[config.mk]
export PLATFORM = sky130hd
export DESIGN_NAME = prog_loader_flat
export DESIGN_NICKNAME = d
export VERILOG_FILES = /design/src/rtl/prog_loader_pkg.sv /design/src/rtl/prog_loader_if.sv /design/src/rtl/prog_loader_timer.sv /design/src/rtl/prog_loader.sv /design/src/flat_wrapper.sv
export SDC_FILE = /design/constraint.sdc
export NUM_CORES = 1
export LEC_CHECK = 0
export BUFFER_PORTS_ARGS = -buffer_cell sky130_fd_sc_hd__buf_2
export CORE_MARGIN = 3
export CORE_UTILIZATION = 55
export DETAILED_ROUTE_END_ITERATION = 6
export GPL_TIMING_DRIVEN = 0
export PLACE_DENSITY = 0.83
export SETUP_SLACK_MARGIN = 0.02
export SLEW_MARGIN = 20
export SYNTH_ARGS = -nofsm -noshare
export SYNTH_HDL_FRONTEND = slang
export SYNTH_HIERARCHICAL = 1
export SYNTH_SLANG_ARGS = --single-unit
[constraint.sdc]
create_clock -name clk -period 5 [get_ports clk]
set_input_delay 0.25 -clock clk [delete_from_list [all_inputs] [get_ports clk]]
set_output_delay 0.25 -clock clk [all_outputs]
set_load 0.02 [all_outputs]
[src/rtl/prog_loader_pkg.sv]
// Shared types and constants for the program loader: FSM states, command bytes, bus widths.
package prog_loader_pkg;

  localparam int unsigned ADDR_W = 7;
  localparam int unsigned WORD_W = 32;

  localparam logic [7:0] CMD_INSTR = 8'h01;
  localparam logic [7:0] CMD_DATA  = 8'h02;
  localparam logic [7:0] CMD_START = 8'h0F;

  typedef enum logic [2:0] {
    StIdle,
    StAddr,
    StByte,
    StCsum,
    StSetup,
    StStrobe,
    StHold,
    StDone
  } state_e;

  // Counter width able to hold max_val - 1; never narrower than one bit.
  function automatic int unsigned cnt_width(input int unsigned max_val);
    return (max_val > 1) ? $clog2(max_val) : 1;
  endfunction

endpackage

[src/rtl/prog_loader_if.sv]
// Byte-stream input and memory-load bus of the program loader.
// master: loader side (accepts the stream, drives the core); slave: stream source and core side.
interface prog_loader_if;
  import prog_loader_pkg::*;

  logic [7:0]        in_data;
  logic              in_valid;
  logic              in_ready;
  logic [WORD_W-1:0] instruction;
  logic [ADDR_W-1:0] instructionAddress;
  logic [WORD_W-1:0] data;
  logic [ADDR_W-1:0] dataAddress;
  logic              writeEnable;

  modport master (
    input  in_data,
    input  in_valid,
    output in_ready,
    output instruction,
    output instructionAddress,
    output data,
    output dataAddress,
    output writeEnable
  );

  modport slave (
    output in_data,
    output in_valid,
    input  in_ready,
    input  instruction,
    input  instructionAddress,
    input  data,
    input  dataAddress,
    input  writeEnable
  );

endinterface

[src/rtl/prog_loader_timer.sv]
// Load-and-count-down delay counter; expired_o is high once the count reaches zero.
module prog_loader_timer #(
  parameter int unsigned Width = 1
) (
  input  logic             clk,
  input  logic             rst,
  input  logic             load_i,
  input  logic [Width-1:0] load_val_i,
  output logic             expired_o
);

  logic [Width-1:0] cnt_q, cnt_d;

  always_comb begin
    cnt_d = cnt_q;
    if (load_i) begin
      cnt_d = load_val_i;
    end else if (cnt_q != '0) begin
      cnt_d = cnt_q - 1'b1;
    end
  end

  always_ff @(posedge clk or posedge rst) begin
    if (rst) begin
      cnt_q <= '0;
    end else begin
      cnt_q <= cnt_d;
    end
  end

  assign expired_o = (cnt_q == '0);

endmodule

[src/rtl/prog_loader.sv]
// Turns a framed byte stream into word writes with setup/pulse/hold timing around writeEnable.
// Define PROG_LOADER_CHECKSUM_EN to require an XOR checksum byte on every write frame.
module prog_loader
  import prog_loader_pkg::*;
#(
  parameter int unsigned SETUP_CYCLES = 2,
  parameter int unsigned PULSE_CYCLES = 2,
  parameter int unsigned HOLD_CYCLES  = 2
) (
  input  logic             clk,
  input  logic             rst,
  prog_loader_if.master    bus_io,
  output logic             busy,
  output logic             done,
  output logic             err,
  output logic [7:0]       word_count
);

  localparam int unsigned MaxCycles =
      (SETUP_CYCLES > PULSE_CYCLES)
        ? ((SETUP_CYCLES > HOLD_CYCLES) ? SETUP_CYCLES : HOLD_CYCLES)
        : ((PULSE_CYCLES > HOLD_CYCLES) ? PULSE_CYCLES : HOLD_CYCLES);
  localparam int unsigned TimerW = cnt_width(MaxCycles);

  state_e            state_q, state_d;
  logic              in_ready_q, in_ready_d;
  logic              we_q, we_d;
  logic [WORD_W-1:0] instr_q, instr_d, data_q, data_d, shreg_q, shreg_d;
  logic [ADDR_W-1:0] iaddr_q, iaddr_d, daddr_q, daddr_d, addr_q, addr_d;
  logic              tgt_data_q, tgt_data_d;
  logic [1:0]        cnt_q, cnt_d;
  logic [7:0]        csum_q, csum_d;
  logic              done_q, done_d, err_q, err_d;
  logic [7:0]        wc_q, wc_d;
  logic              fire, launch;
  logic              timer_load, timer_expired;
  logic [TimerW-1:0] timer_val;

  assign fire = bus_io.in_valid && in_ready_q;

  prog_loader_timer #(
    .Width(TimerW)
  ) u_timer (
    .clk       (clk),
    .rst       (rst),
    .load_i    (timer_load),
    .load_val_i(timer_val),
    .expired_o (timer_expired)
  );

  always_comb begin
    state_d    = state_q;
    shreg_d    = shreg_q;
    addr_d     = addr_q;
    tgt_data_d = tgt_data_q;
    cnt_d      = cnt_q;
    csum_d     = csum_q;
    instr_d    = instr_q;
    iaddr_d    = iaddr_q;
    data_d     = data_q;
    daddr_d    = daddr_q;
    done_d     = done_q;
    err_d      = err_q;
    wc_d       = wc_q;
    launch     = 1'b0;
    timer_load = 1'b0;
    timer_val  = '0;

    unique case (state_q)
      StIdle: begin
        if (fire) begin
          csum_d = bus_io.in_data;
          if (bus_io.in_data == CMD_INSTR || bus_io.in_data == CMD_DATA) begin
            tgt_data_d = (bus_io.in_data == CMD_DATA);
            state_d    = StAddr;
          end else if (bus_io.in_data == CMD_START) begin
            done_d  = 1'b1;
            state_d = StDone;
          end else begin
            err_d = 1'b1;
          end
        end
      end
      StAddr: begin
        if (fire) begin
          addr_d  = bus_io.in_data[ADDR_W-1:0];
          csum_d  = csum_q ^ bus_io.in_data;
          cnt_d   = 2'd0;
          state_d = StByte;
        end
      end
      StByte: begin
        if (fire) begin
          shreg_d = {shreg_q[WORD_W-9:0], bus_io.in_data};
          csum_d  = csum_q ^ bus_io.in_data;
          cnt_d   = cnt_q + 2'd1;
          if (cnt_q == 2'd3) begin
`ifdef PROG_LOADER_CHECKSUM_EN
            state_d = StCsum;
`else
            launch = 1'b1;
`endif
          end
        end
      end
      StCsum: begin
`ifdef PROG_LOADER_CHECKSUM_EN
        if (fire) begin
          if (bus_io.in_data == csum_q) begin
            launch = 1'b1;
          end else begin
            err_d   = 1'b1;
            state_d = StIdle;
          end
        end
`else
        state_d = StIdle;
`endif
      end
      StSetup: begin
        if (timer_expired) begin
          timer_load = 1'b1;
          timer_val  = TimerW'(PULSE_CYCLES - 1);
          state_d    = StStrobe;
        end
      end
      StStrobe: begin
        if (timer_expired) begin
          timer_load = 1'b1;
          timer_val  = TimerW'(HOLD_CYCLES - 1);
          state_d    = StHold;
        end
      end
      StHold: begin
        if (timer_expired) begin
          wc_d    = (wc_q == 8'hFF) ? wc_q : wc_q + 8'd1;
          state_d = StIdle;
        end
      end
      StDone: state_d = StDone;
      default: state_d = StIdle;
    endcase

    // Only the targeted bus is updated; the other keeps its last word for the idempotent rewrite.
    if (launch) begin
      state_d    = StSetup;
      timer_load = 1'b1;
      timer_val  = TimerW'(SETUP_CYCLES - 1);
      if (tgt_data_q) begin
        data_d  = shreg_d;
        daddr_d = addr_q;
      end else begin
        instr_d = shreg_d;
        iaddr_d = addr_q;
      end
    end
  end

  assign in_ready_d = (state_d == StIdle) || (state_d == StAddr) || (state_d == StByte) ||
                      (state_d == StCsum);
  assign we_d       = (state_d == StStrobe);

  always_ff @(posedge clk or posedge rst) begin
    if (rst) begin
      state_q    <= StIdle;
      in_ready_q <= 1'b0;
      we_q       <= 1'b0;
      instr_q    <= '0;
      iaddr_q    <= '0;
      data_q     <= '0;
      daddr_q    <= '0;
      shreg_q    <= '0;
      addr_q     <= '0;
      tgt_data_q <= 1'b0;
      cnt_q      <= '0;
      csum_q     <= '0;
      done_q     <= 1'b0;
      err_q      <= 1'b0;
      wc_q       <= '0;
    end else begin
      state_q    <= state_d;
      in_ready_q <= in_ready_d;
      we_q       <= we_d;
      instr_q    <= instr_d;
      iaddr_q    <= iaddr_d;
      data_q     <= data_d;
      daddr_q    <= daddr_d;
      shreg_q    <= shreg_d;
      addr_q     <= addr_d;
      tgt_data_q <= tgt_data_d;
      cnt_q      <= cnt_d;
      csum_q     <= csum_d;
      done_q     <= done_d;
      err_q      <= err_d;
      wc_q       <= wc_d;
    end
  end

  assign bus_io.in_ready           = in_ready_q;
  assign bus_io.writeEnable        = we_q;
  assign bus_io.instruction        = instr_q;
  assign bus_io.instructionAddress = iaddr_q;
  assign bus_io.data               = data_q;
  assign bus_io.dataAddress        = daddr_q;

  assign busy       = (state_q != StIdle) && (state_q != StDone);
  assign done       = done_q;
  assign err        = err_q;
  assign word_count = wc_q;

endmodule

[src/flat_wrapper.sv]
// flat-port wrapper written by rule: the top's interface ports become plain ports
module prog_loader_flat import prog_loader_pkg::*;
#(
  parameter int unsigned SETUP_CYCLES = 2,
  parameter int unsigned PULSE_CYCLES = 2,
  parameter int unsigned HOLD_CYCLES  = 2
)
  (clk, rst, busy, done, err, word_count, bus_io_in_data, bus_io_in_valid, bus_io_in_ready, bus_io_instruction, bus_io_instructionAddress, bus_io_data, bus_io_dataAddress, bus_io_writeEnable);
  prog_loader_if bus_io_i ();
  input  logic clk;
  input  logic rst;
  output logic busy;
  output logic done;
  output logic err;
  output logic [7:0] word_count;
  input wire logic [$bits(bus_io_i.in_data)-1:0] bus_io_in_data;
  input wire logic [$bits(bus_io_i.in_valid)-1:0] bus_io_in_valid;
  output wire logic [$bits(bus_io_i.in_ready)-1:0] bus_io_in_ready;
  output wire logic [$bits(bus_io_i.instruction)-1:0] bus_io_instruction;
  output wire logic [$bits(bus_io_i.instructionAddress)-1:0] bus_io_instructionAddress;
  output wire logic [$bits(bus_io_i.data)-1:0] bus_io_data;
  output wire logic [$bits(bus_io_i.dataAddress)-1:0] bus_io_dataAddress;
  output wire logic [$bits(bus_io_i.writeEnable)-1:0] bus_io_writeEnable;
  assign bus_io_i.in_data = bus_io_in_data;
  assign bus_io_i.in_valid = bus_io_in_valid;
  assign bus_io_in_ready = bus_io_i.in_ready;
  assign bus_io_instruction = bus_io_i.instruction;
  assign bus_io_instructionAddress = bus_io_i.instructionAddress;
  assign bus_io_data = bus_io_i.data;
  assign bus_io_dataAddress = bus_io_i.dataAddress;
  assign bus_io_writeEnable = bus_io_i.writeEnable;
  prog_loader #(.SETUP_CYCLES(SETUP_CYCLES), .PULSE_CYCLES(PULSE_CYCLES), .HOLD_CYCLES(HOLD_CYCLES)) u_core (.clk(clk), .rst(rst), .bus_io(bus_io_i), .busy(busy), .done(done), .err(err), .word_count(word_count));
endmodule
==> out/metrics.yaml <==
grt:
  grt_max_degree: 103
  grt-ovfl-total: 0
  grtUsageTotal_pct: 22.4
  antenna_found_initial: 0
  grt_pass1_vias: 3722
  grt_pass1_wl_mm: 19.5
cells_and_area:
  fin_cells: 620
  postLayoutCoreUtil_pct: 71.6
  stdcell_area_sq_um: 6780
  nets: 492
  area.growth.synth_to_final_pct: 23.7
  drive_above_1_share_pct: 55.0
  antennaDiodeCount: 0
cts:
  clockBufferDepth: 2
  clkSlewWorstSetupHoldPaths_ps: 60
  tritoncts: "yes"
  clkSinkCount: 136
  clock_latency_ps: 500
  clock-root-buffer: "clkbuf_8"
  cts_made_buffers: 17
  post_cts_buffers: 0
  h-tree-depth: 4
routing:
  drc: 0
  first_pass_iters: 5
  ant_nets: 0
  vias: 3418
  finalWirelength_mm: 11.7
  drt-initial-drc-count: 163
  wl_per_cell_microns: 18.9
  viasPerCell: 5.51
floorplanning:
  die_x_microns: 106
  die_area_sq_um: 11200
  num_rows: 35
  io_pins: 102
  die_h_microns: 106
  start_util_pct: 57.9
  core_area_sq_um: 9460
logic_synthesis:
  synth_most_common_cell: "dfrtp_1"
  netlist_area_sq_um: 5480
  yosys-top-cells-area: "dfrtp_1 (62%), mux2_2 (22%), mux2_4 (2.7%)"
  yosysWarnings: 6
  netlist_instances: 357
  syn_area_per_cell_sq_um: 15.3
  synth_top_cell_by_area: "dfrtp_1"
  synth_top_area_share_pct: 62.1
  synth-edff-count: 0
  ys_seq_area_share_pct: 62.1
  ys.flop_type: "dfrtp_1"
  yosysUniqueCellTypes: 45
  syn_nets: 370
  synth.top_cells.by_count: "dfrtp_1 (136), mux2_2 (108), mux2_4 (10), nand2_1 (9), nor2_1 (8)"
  ys_ff_latch: 136
  synthArstFlopShare_pct: 100
timing:
  finalCriticalPeriod_ps: 1970
  setup-violations-final: 0
  tightestPinTransition_ps: 788
  slew_headroom_pct: 47.0
  slew_viol_final: 0
  fmax_mhz: 506
  layout_setup_ws_ps: 3030
  hold_violations: 0
  fin_crit_sh_pct: 39.5
  skew_ps: 8.62
  rsz0062_at_grt: "no"
power_and_ir_drop:
  p_per_area_nw_per_um2: 588
  p_leak_uw: 0.00348
  worst_ir_drop_vdd_uv: 275
setup_path:
  crit_arrival_ps: 1720
  path_class: "flip-flop to primary output"
  crit_required_ps: 4750
  crit_fanout: 10
  endpoint_kind: "primary output"
  cp_cell_sequence: "buf_1 -> nor3_1 -> nor2_1 -> buf_2"
  cp_num_buf_inv: 2
  critPathLaunchType: "flip-flop"
  max_stage_delay_ps: 410
  critPathTopFamily: "flip-flops"
  cp_slowest_cell: "dfrtp_1"
place:
  dp_hpwl_mm: 7.77
  place_area_sq_um: 6180
  io_buffers: 101
  place_inst: 588
  dpl_worst_slack_ps: 3150
  globalplace.congestion: 0.814
worst_hold_path:
  hold_path_class: "input pin to flip-flop"
outcome:
  status: "finished, final reports clean"
run:
  drv_cap: 0
## final cells by class
| class | instances | area, sq um |
|---|---|---|
| Buffer | 16 | 128 |
| Fill cell | 627 | 2680 |
| Timing Repair Buffer | 103 | 543 |
| Clock buffer | 20 | 435 |
| Sequential cell | 136 | 3400 |
| Multi-Input combinational cell | 199 | 1930 |
| Tap cell | 129 | 161 |
| Clock inverter | 11 | 150 |
| Inverter | 6 | 30.0 |
## state kept, by name, indices dropped and copies added, names as in the netlist, 3 cells and up
register                          cells
u_core/bus_io.data                   32
u_core/addr_q                         7
u_core/bus_io.dataAddress             7
u_core/state_q                        3
u_core/bus_io.instruction            32
u_core/shreg_q                       32
u_core/bus_io.instructionAddress      7
u_core/word_count                     8
## per-stage QoR
| stage | hold WS (ps) | power (uW) | TNS [ps] |
|---|---|---|---|
| after floorplan | -21.3 | 2380 | 0 |
| after global placement | 92.5 | 2700 | -11400 |
| after detailed placement | 143 | 2760 | 0 |
| after CTS | 6.38 | 4010 | 0 |
| after global routing | 11.5 | 4190 | 0 |
| final | 33.2 | 3980 | 0 |
## report_power, final
group / internal, uW / total [uW] / switching [uW]
sequential: 1440 / 1630 / 195
clock: 771 / 1220 / 450
combinational: 495 / 1130 / 638
## cell usage in the layout, fill, tap and decap left out, drive strengths merged, types with 2 or more instances in the layout
master    instances
clkinv            6
dfrtp           136
nand3             5
clkbuf           22
nand2             9
a21boi            2
xor2              4
buf             116
o21ai             4
mux2            118
a21oi             5
xnor2             5
and3b             2
nor3              3
and3              2
nand4             5
nand3b            3
nand2b            3
bufinv            3
inv               6
nor2             11
clkinvlp          2
ha                2
## path summary, 6_finish.rpt
path	start	end	slack [ps]	depth (start not counted)
worst max-delay path	u_core/state_q[0]$_DFF_PP0_	busy	3030	4
worst min-delay path	bus_io_in_data[0]	u_core/tgt_data_q$_DFFE_PP0P_	30	2
worst max register to register	u_core/state_q[2]$_DFF_PP0_	u_core/bus_io.instruction[3]$_DFFE_PP0P_	3090	6
worst min register to register	u_core/done$_DFFE_PP0P_	u_core/done$_DFFE_PP0P_	460	1
max in group asynchronous	rst	u_core/shreg_q[2]$_DFF_PP0_	4010	4
min in group asynchronous	rst	u_core/u_timer/cnt_q$_DFF_PP0_	170	3
## routing by layer
metal / vias to the layer above / GRT usage, % / wire length (microns)
li1: 1524 / - / -
met1: 1745 / 27.6 / 4800
met2: 121 / 37.6 / 6010
met3: 28 / 7.23 / 693
met4: 0 / 7.12 / 234
met5: - / 0 / 0
## worst reg2reg max path: cells and delay by family (launching register included)
family	cells	cell delay [ps]
and+or+nand+nor	3	670
DFF	1	400
muxes	1	350
buffers and inverters	2	390
## cells by family after synthesis
group,Yosys count,synth area share (%)
AOI/OAI and AO/OA,22,2.79
xor gates and xnor gates,9,1.44
adders and majority gates,2,0.457
buffers and inverters,22,2.74
DFF,136,62.1
muxes,118,24.9
and+or+nand+nor,48,5.53
## what timing repair did
| item | in CTS | in global routing |
|---|---|---|
| hold buffers | 1 | 0 |
| endpoints found under the hold margin | 34 | 0 |
| gates resized for setup | 0 | 0 |
No activity file was read; power rests on OpenSTA's default activity.
